==> config.mk <==
export PLATFORM = sky130hd
export DESIGN_NAME = grng_issue_ctrl_flat
export DESIGN_NICKNAME = d
export VERILOG_FILES = /design/src/rtl/grng_pkg.sv /design/src/rtl/grng_issue_ctrl_if.sv /design/src/rtl/grng_smp_fifo.sv /design/src/rtl/grng_issue_ctrl.sv /design/src/flat_wrapper.sv
export SDC_FILE = /design/constraint.sdc
export NUM_CORES = 1
export LEC_CHECK = 0
export ABC_AREA = 1
export CAP_MARGIN = 20
export CORE_MARGIN = 8
export CORE_UTILIZATION = 40
export DETAILED_ROUTE_END_ITERATION = 7
export DONT_BUFFER_PORTS = 1
export PLACE_DENSITY = 0.65
export SLEW_MARGIN = 10
export SYNTH_ARGS = -nofsm -noshare
export SYNTH_HDL_FRONTEND = slang
export SYNTH_HIERARCHICAL = 1
export SYNTH_SLANG_ARGS = --single-unit
export TNS_END_PERCENT = 20
==> constraint.sdc <==
create_clock -name clk -period 3.4 [get_ports clk]
set_input_delay 0.85 -clock clk [delete_from_list [all_inputs] [get_ports clk]]
set_output_delay 0.85 -clock clk [all_outputs]
set_load 0.05 [all_outputs]
==> src/rtl/grng_pkg.sv <==
// Shared definitions for the ICDF Gaussian issue controller.
//   - state_t        : run-controller states
//   - URNG field map : leading-zero field [63:18], mask segment [17:3]
//   - lzc()          : leading-zero count of the [63:18] field (0..46)
package grng_pkg;

   typedef enum logic [1:0] {
      IDLE  = 2'd0,
      RUN   = 2'd1,
      FLUSH = 2'd2,
      DONE  = 2'd3
   } state_t;

   localparam int URNG_W = 64;
   localparam int LZ_LO  = 18;
   localparam int SEG_HI = 17;
   localparam int SEG_LO = 3;
   localparam int LZ_W   = URNG_W - LZ_LO;   // 46-bit leading-zero field

   localparam logic [5:0] ZPOS_MAX = 6'd63;
   localparam logic [5:0] ZPOS_MIN = 6'd17;

   // Leading zeros of the field; an all-zero field counts as LZ_W.
   // Scanning upward lets the highest set bit overwrite lower ones.
   function automatic logic [5:0] lzc(input logic [LZ_W-1:0] f);
      logic [5:0] n;
      n = 6'(LZ_W);
      for (int i = 0; i < LZ_W; i++) begin
         if (f[i]) n = 6'(LZ_W - 1 - i);
      end
      return n;
   endfunction

endpackage

==> src/rtl/grng_issue_ctrl_if.sv <==
// Valid/ready stream bundle used for both the URNG input and the sample output.
//   valid : producer has data
//   ready : consumer accepts data
//   data  : payload, W bits
interface grng_issue_ctrl_if #(
   parameter int W = 16
) ();
   logic         valid;
   logic         ready;
   logic [W-1:0] data;

   modport master (output valid, output data, input ready);
   modport slave  (input valid, input data, output ready);
endinterface

==> src/rtl/grng_smp_fifo.sv <==
// First-word-fall-through sample FIFO.
//   clk, rst (async, active-low)
//   wr_en/wr_data : push
//   rd_en/rd_data : pop; rd_data shows the head whenever count != 0
//   count         : current occupancy (0..DEPTH)
module grng_smp_fifo #(
   parameter int W     = 16,
   parameter int DEPTH = 8
) (
   input  logic                       clk,
   input  logic                       rst,
   input  logic                       wr_en,
   input  logic [W-1:0]               wr_data,
   input  logic                       rd_en,
   output logic [W-1:0]               rd_data,
   output logic [$clog2(DEPTH):0]     count
);
   localparam int AW = $clog2(DEPTH);
   localparam int CW = AW + 1;
   localparam logic [AW-1:0] C_ONE_AW = AW'(1);
   localparam logic [CW-1:0] C_ONE_CW = CW'(1);
   localparam logic [CW-1:0] C_FULL   = CW'(DEPTH);

   logic [W-1:0]  r_mem [DEPTH];
   logic [AW-1:0] r_wr_ptr;
   logic [AW-1:0] r_rd_ptr;
   logic [CW-1:0] r_count;
   logic          w_do_rd;
   logic          w_full;

   assign w_full  = (r_count == C_FULL);
   assign w_do_rd = rd_en && (r_count != '0);
   assign rd_data = r_mem[r_rd_ptr];
   assign count   = r_count;

   // Storage carries no reset: stale words are unreachable once pointers clear.
   always_ff @(posedge clk) begin
      if (wr_en) r_mem[r_wr_ptr] <= wr_data;
   end

   always_ff @(posedge clk or negedge rst) begin
      if (!rst) begin
         r_wr_ptr <= '0;
         r_rd_ptr <= '0;
         r_count  <= '0;
      end else begin
         if (wr_en)   r_wr_ptr <= r_wr_ptr + C_ONE_AW;
         if (w_do_rd) r_rd_ptr <= r_rd_ptr + C_ONE_AW;
         case ({wr_en, w_do_rd})
            2'b10:   r_count <= r_count + C_ONE_CW;
            2'b01:   r_count <= r_count - C_ONE_CW;
            default: ;
         endcase
      end
   end

   // Issue credits make a write into a full FIFO impossible; flag it if it happens.
   a_no_overflow : assert property (@(posedge clk) disable iff (!rst) !(wr_en && w_full))
      else $error("grng_smp_fifo: write while full");

endmodule

==> src/rtl/grng_issue_ctrl.sv <==
// Run controller and credit scheduler for the ICDF Gaussian pipeline.
//   clk, rst (async, active-low)
//   start/stop/cfg_num : run control; cfg_num==0 runs until stop
//   busy/done          : status; done pulses for one cycle at end of run
//   urng (slave)       : 64-bit URNG words in
//   en_mask/zero_pos/urng_seg3 : registered mask-stage inputs
//   pipe_data          : datapath tail, valid PIPE_LAT edges after issue
//   smp (master)       : finished samples out of the FWFT FIFO
module grng_issue_ctrl
   import grng_pkg::*;
#(
   parameter int PIPE_LAT   = 4,
   parameter int FIFO_DEPTH = 8,
   parameter int OUT_W      = 16,
   parameter int NUM_W      = 16
) (
   input  logic               clk,
   input  logic               rst,
   input  logic               start,
   input  logic               stop,
   input  logic [NUM_W-1:0]   cfg_num,
   output logic               busy,
   output logic               done,
   grng_issue_ctrl_if.slave   urng,
   output logic               en_mask,
   output logic [5:0]         zero_pos,
   output logic [14:0]        urng_seg3,
   input  logic [OUT_W-1:0]   pipe_data,
   grng_issue_ctrl_if.master  smp
);
   localparam int CW = $clog2(FIFO_DEPTH) + 1;
   localparam logic [CW-1:0]    C_ONE_CW  = CW'(1);
   localparam logic [CW:0]      C_DEPTH   = (CW+1)'(FIFO_DEPTH);
   localparam logic [NUM_W-1:0] C_ONE_NUM = NUM_W'(1);

   state_t              r_state;
   state_t              w_state_next;
   logic [NUM_W-1:0]    r_remaining;
   logic                r_cont;
   logic [CW-1:0]       r_inflight;
   logic [PIPE_LAT-1:0] r_tok;
   logic                r_en_mask;
   logic [5:0]          r_zero_pos;
   logic [14:0]         r_urng_seg3;

   logic [CW-1:0]       w_fifo_count;
   logic [CW:0]         w_used;
   logic                w_ready;
   logic                w_fire;
   logic                w_capture;
   logic                w_smp_valid;

   // Every issued word is either still in the pipe or already in the FIFO,
   // so issuing only while that total is below the depth can never overflow.
   assign w_used      = {1'b0, w_fifo_count} + {1'b0, r_inflight};
   assign w_ready     = (r_state == RUN) && (w_used < C_DEPTH) && (r_cont || (r_remaining != '0));
   assign w_fire      = urng.valid && w_ready;
   assign w_capture   = r_tok[PIPE_LAT-1];
   assign w_smp_valid = (w_fifo_count != '0);

   assign urng.ready = w_ready;
   assign smp.valid  = w_smp_valid;
   assign busy       = (r_state != IDLE);
   assign done       = (r_state == DONE);
   assign en_mask    = r_en_mask;
   assign zero_pos   = r_zero_pos;
   assign urng_seg3  = r_urng_seg3;

   always_ff @(posedge clk or negedge rst) begin
      if (!rst) r_state <= IDLE;
      else      r_state <= w_state_next;
   end

   always_comb begin
      w_state_next = r_state;
      case (r_state)
         IDLE:  if (start) w_state_next = RUN;
         RUN:   if (stop || (w_fire && !r_cont && (r_remaining == C_ONE_NUM)))
                   w_state_next = FLUSH;
         FLUSH: if ((r_inflight == '0) && !w_capture) w_state_next = DONE;
         DONE:  w_state_next = IDLE;
         default: w_state_next = IDLE;
      endcase
   end

   always_ff @(posedge clk or negedge rst) begin
      if (!rst) begin
         r_remaining <= '0;
         r_cont      <= 1'b0;
         r_inflight  <= '0;
         r_tok       <= '0;
         r_en_mask   <= 1'b0;
         r_zero_pos  <= '0;
         r_urng_seg3 <= '0;
      end else begin
         if ((r_state == IDLE) && start) begin
            r_remaining <= cfg_num;
            r_cont      <= (cfg_num == '0);
         end else if (w_fire && !r_cont) begin
            r_remaining <= r_remaining - C_ONE_NUM;
         end

         case ({w_fire, w_capture})
            2'b10:   r_inflight <= r_inflight + C_ONE_CW;
            2'b01:   r_inflight <= r_inflight - C_ONE_CW;
            default: ;
         endcase

         // Token tracks each issued word down the fixed-latency datapath.
         r_tok     <= {r_tok[PIPE_LAT-2:0], w_fire};
         r_en_mask <= w_fire;
         if (w_fire) begin
            r_zero_pos  <= ZPOS_MAX - lzc(urng.data[URNG_W-1:LZ_LO]);
            r_urng_seg3 <= urng.data[SEG_HI:SEG_LO];
         end
      end
   end

   grng_smp_fifo #(
      .W     (OUT_W),
      .DEPTH (FIFO_DEPTH)
   ) u_fifo (
      .clk     (clk),
      .rst     (rst),
      .wr_en   (w_capture),
      .wr_data (pipe_data),
      .rd_en   (smp.ready),
      .rd_data (smp.data),
      .count   (w_fifo_count)
   );

endmodule

==> src/flat_wrapper.sv <==
// flat-port wrapper written by rule: the top's interface ports become plain ports
module grng_issue_ctrl_flat import grng_pkg::*;
#(
   parameter int PIPE_LAT   = 4,
   parameter int FIFO_DEPTH = 8,
   parameter int OUT_W      = 16,
   parameter int NUM_W      = 16
)
  (clk, rst, start, stop, cfg_num, busy, done, en_mask, zero_pos, urng_seg3, pipe_data, urng_valid, urng_data, urng_ready, smp_valid, smp_data, smp_ready);
  grng_issue_ctrl_if #(.W(64)) urng_i ();
  grng_issue_ctrl_if #(.W(OUT_W)) smp_i ();
  input  logic clk;
  input  logic rst;
  input  logic start;
  input  logic stop;
  input  logic [NUM_W-1:0] cfg_num;
  output logic busy;
  output logic done;
  output logic en_mask;
  output logic [5:0] zero_pos;
  output logic [14:0] urng_seg3;
  input  logic [OUT_W-1:0] pipe_data;
  input wire logic [$bits(urng_i.valid)-1:0] urng_valid;
  input wire logic [$bits(urng_i.data)-1:0] urng_data;
  output wire logic [$bits(urng_i.ready)-1:0] urng_ready;
  output wire logic [$bits(smp_i.valid)-1:0] smp_valid;
  output wire logic [$bits(smp_i.data)-1:0] smp_data;
  input wire logic [$bits(smp_i.ready)-1:0] smp_ready;
  assign urng_i.valid = urng_valid;
  assign urng_i.data = urng_data;
  assign urng_ready = urng_i.ready;
  assign smp_valid = smp_i.valid;
  assign smp_data = smp_i.data;
  assign smp_i.ready = smp_ready;
  grng_issue_ctrl #(.PIPE_LAT(PIPE_LAT), .FIFO_DEPTH(FIFO_DEPTH), .OUT_W(OUT_W), .NUM_W(NUM_W)) u_core (.clk(clk), .rst(rst), .start(start), .stop(stop), .cfg_num(cfg_num), .busy(busy), .done(done), .urng(urng_i), .en_mask(en_mask), .zero_pos(zero_pos), .urng_seg3(urng_seg3), .pipe_data(pipe_data), .smp(smp_i));
endmodule
==> flow_summary_export.csv <==
group,metric,value,unit
floorplan,die_w,163.8,um
pwr,powerDensity,880.5,mW/mm^2
clock_network,cts_setup_buffers,0,
finish,drive_gt1_share,8.649,%
sta,post-route-period-util,93.38,%
finish,fin_nets,1033,
place,place_ws,285.2,ps
sta,rsz0062_at_grt,"no",
run_status,status,"finished clean",
critical_path,slowest_stage,"dfrtp_2",
finish,fill_cells,2036,
global_routing,grt_pass1_wl,30.15,mm
clock_network,ctsResizeCount,0,
clock_network,clk_pin_slew,80,ps
clock_network,cts_tree,"done",
clock_network,ctsHtreeMaxLevel,4,
pwr,ir_drop,0.0006082,V
worst_hold_path,min_path_type,"in2async",
sta,finalSetupViolCount,0,
routing,ant_nets,0,
routing,drt_wl_total,18.73,mm
yosys,syn_area,0.008733,mm^2
yosys,synth.distinct_cells,42,
critical_path,max_stage_delay,590,ps
global_routing,antenna_found_initial,0,
clock_network,cts.path.max_buffers,2,
critical_path,worstPathCellList,"inv_2, buf_4, nor2_1, o21ai_1, nand2_1, nand2_1",
floorplan,ios,144,
routing,first_pass_iters,4,
floorplan,initial_core_util,40.39,%
clock_network,clk_latency,430,ps
floorplan,die-area,0.02682,mm^2
pwr,power_leakage,3.943,nW
floorplan,core,0.02162,mm^2
yosys,syn_nets,1023,
routing,drc_errors,0,
yosys,synthCells,902,
critical_path,worstSetupPathType,"reg2out",
routing,via_per_inst,4.933,
sta,skew,14.05,ps
yosys,synth_ff_type,"edfxtp_1",
sta,setup_slack,225.0,ps
finish,syn2layout_area_growth,10.83,%
global_routing,grt.overflow.total,0,
place,dp_cells,1173,
critical_path,cp-end-kind,"output pin",
critical_path,cp_common_cell,"nand2_1",
yosys,synthArstFlopShare,31.18,%
critical_path,startpoint_type,"flop",
critical_path,path_max_fanout,26,
pwr,p_total,8.522,mW
sta,relSlewSlack,47.88,%
routing,vias,5944,
yosys,ys_warn_count,6,
finish,fin_util,44.77,%
sta,max_freq,315.0,MHz
finish,finalInstanceArea,0.009679,mm^2
flow_run,maxCapViolCount,0,
sta,setup_tns,0,ps
yosys,synth_edf_count,128,
sta,fin_crit,3175,ps
sta,worst_pin_slew,778.9,ps
floorplan,core.rowCount,54,
yosys,synth_area_per_cell,9.682,um^2
place,numPortBuffers,0,
floorplan,die_y,163.8,um
global_routing,groute.usage.overall,14.33,%
finish,num_antenna_cells,0,
global_routing,grt_pass1_vias,5857,
clock_network,clock-sinks,186,
finish,stdcell_count,1205,
critical_path,worstPathRequired,2550,ps
routing,drtIter0Drc,373,
place,gp_congestion,0.8413,
clock_network,postCtsHoldBufs,0,
global_routing,grt_max_degree,59,
sta,report.final.slew_viol_count,0,
clock_network,cts_root_buf,"clkbuf_16",
clock_network,cts_buffers,17,
sta,whs,102.6,ps
routing,drt-wirelength-per-cell,15.54,um
critical_path,crit_arrival,2330,ps
yosys,ys_seq_area_share,60.63,%
yosys,yosys_register_bits,186,
place,place_area,0.009065,mm^2
place,dp_hpwl,12.48,mm
sta,final_hold_viol_count,0,
[registers in the layout, indices dropped and copies added, names as in the netlist]
signal                  cells
u_core/r_cont               1
u_core/r_inflight           4
u_core/r_remaining         16
u_core/r_state              2
u_core/r_tok                4
u_core/u_fifo/count         4
u_core/u_fifo/r_mem       128
u_core/u_fifo/r_rd_ptr      3
u_core/u_fifo/r_wr_ptr      3
u_core/urng_seg3           15
u_core/zero_pos             6
[power by group]
group	leakage [nW]	switching (mW)	internal, mW	total, mW
sequential	1.85	0.780	2.77	3.55
clock	0.299	0.976	1.01	1.98
combinational	1.80	2.08	0.908	2.99
total	3.94	3.84	4.68	8.52
[cells in the final DEF (no fill, tap or decap), drive strengths merged]
master / synthesis / layout
or2: 3 / 3
edfxtp: 128 / 128
a311o: 1 / 1
a221oi: 1 / 1
a31oi: 4 / 4
a2bb2oi: 1 / 1
or4: 1 / 1
nand3: 16 / 16
a211oi: 2 / 2
clkinv: 0 / 7
o41ai: 1 / 1
nand4: 3 / 3
dfrtp: 58 / 58
nor2: 167 / 167
a311oi: 1 / 1
a31o: 1 / 1
buf: 22 / 21
xor2: 8 / 8
nand2: 212 / 212
o211ai: 2 / 2
ha: 18 / 18
a21boi: 1 / 1
o21ai: 108 / 108
xnor2: 9 / 9
clkbuf: 8 / 17
nor3: 5 / 5
fa: 1 / 1
inv: 82 / 90
a221o: 1 / 1
nor4: 9 / 9
o21bai: 2 / 2
o21a: 3 / 3
bufinv: 5 / 5
o22ai: 3 / 3
a21oi: 13 / 13
o221ai: 2 / 2
[cell usage after synthesis (5+ instances only)]
| master | n | share of area [%] |
|---|---|---|
| ha_1 | 18 | 2.6 |
| dfrtp_1 | 58 | 17 |
| xor2_1 | 8 | 0.80 |
| a21oi_1 | 12 | 0.69 |
| buf_4 | 6 | 0.52 |
| bufinv_8 | 5 | 1.0 |
| nor3_1 | 5 | 0.29 |
| buf_6 | 8 | 1.0 |
| nand3_1 | 16 | 0.92 |
| xnor2_1 | 9 | 0.90 |
| nor4_1 | 9 | 0.64 |
| inv_2 | 13 | 0.56 |
| nor2_1 | 167 | 7.2 |
| buf_2 | 8 | 0.46 |
| o21ai_1 | 59 | 3.4 |
| edfxtp_1 | 128 | 44 |
| clkbuf_1 | 7 | 0.30 |
| o21ai_0 | 48 | 2.8 |
| nand2_1 | 212 | 9.1 |
| inv_1 | 69 | 3.0 |
[final cells by class]
cell class / instances / area [um^2] / area share, %
Clock buffer: 17 / 425.4 / 4.395
Clock inverter: 15 / 185.2 / 1.913
Inverter: 87 / 395.4 / 4.085
Multi-Input combinational cell: 599 / 2839 / 29.33
Sequential cell: 186 / 5298 / 54.73
Tap cell: 280 / 350.3 / 3.619
Timing Repair Buffer: 21 / 186.4 / 1.926
[layer usage]
| layer | wire length (um) | global-route usage (%) | vias to the layer above |
|---|---|---|---|
| li1 | - | - | 2995 |
| met1 | 7986 | 17.06 | 2791 |
| met2 | 9177 | 24.21 | 131 |
| met3 | 1249 | 4.311 | 27 |
| met4 | 314 | 5.165 | 0 |
| met5 | 0 | 0 | - |
[critical path, delay by kind of cell (launching register included)]
kind / cells / cell delay [ps]
simple gates: 3 / 510
flops: 1 / 590
buf+inv: 2 / 640
compound gates: 1 / 140
[worst paths after layout]
| path | cells after the start | slack [ps] | end | from |
|---|---|---|---|---|
| worst max-delay path | 6 | 220 | smp_data[3] | u_core/u_fifo/r_rd_ptr[0] |
| worst min-delay path | 0 | 100 | u_core/urng_seg3[11] | rst |
| worst max register to register | 19 | 560 | u_core/r_inflight[3] | u_core/r_remaining[0] |
| worst min register to register | 0 | 350 | u_core/r_tok[2] | u_core/r_tok[1] |
| max in group asynchronous | 0 | 3190 | u_core/u_fifo/r_rd_ptr[1] | rst |
| min in group clk | 0 | 350 | u_core/r_tok[2] | u_core/r_tok[1] |
[cell families (layout without fill, tap and decap cells)]
kind of cell / Yosys count / count (layout) / synth area share (%)
flip-flops: 186 / 186 / 60.63
buffers and inverters: 117 / 140 / 6.891
XOR/XNOR: 17 / 17 / 1.705
AO/OA/AOI/OAI: 147 / 147 / 9.312
AND/OR/NAND/NOR: 416 / 416 / 18.65
adder cells (fa/ha/maj): 19 / 19 / 2.808
(Power assumes the default switching activity.)
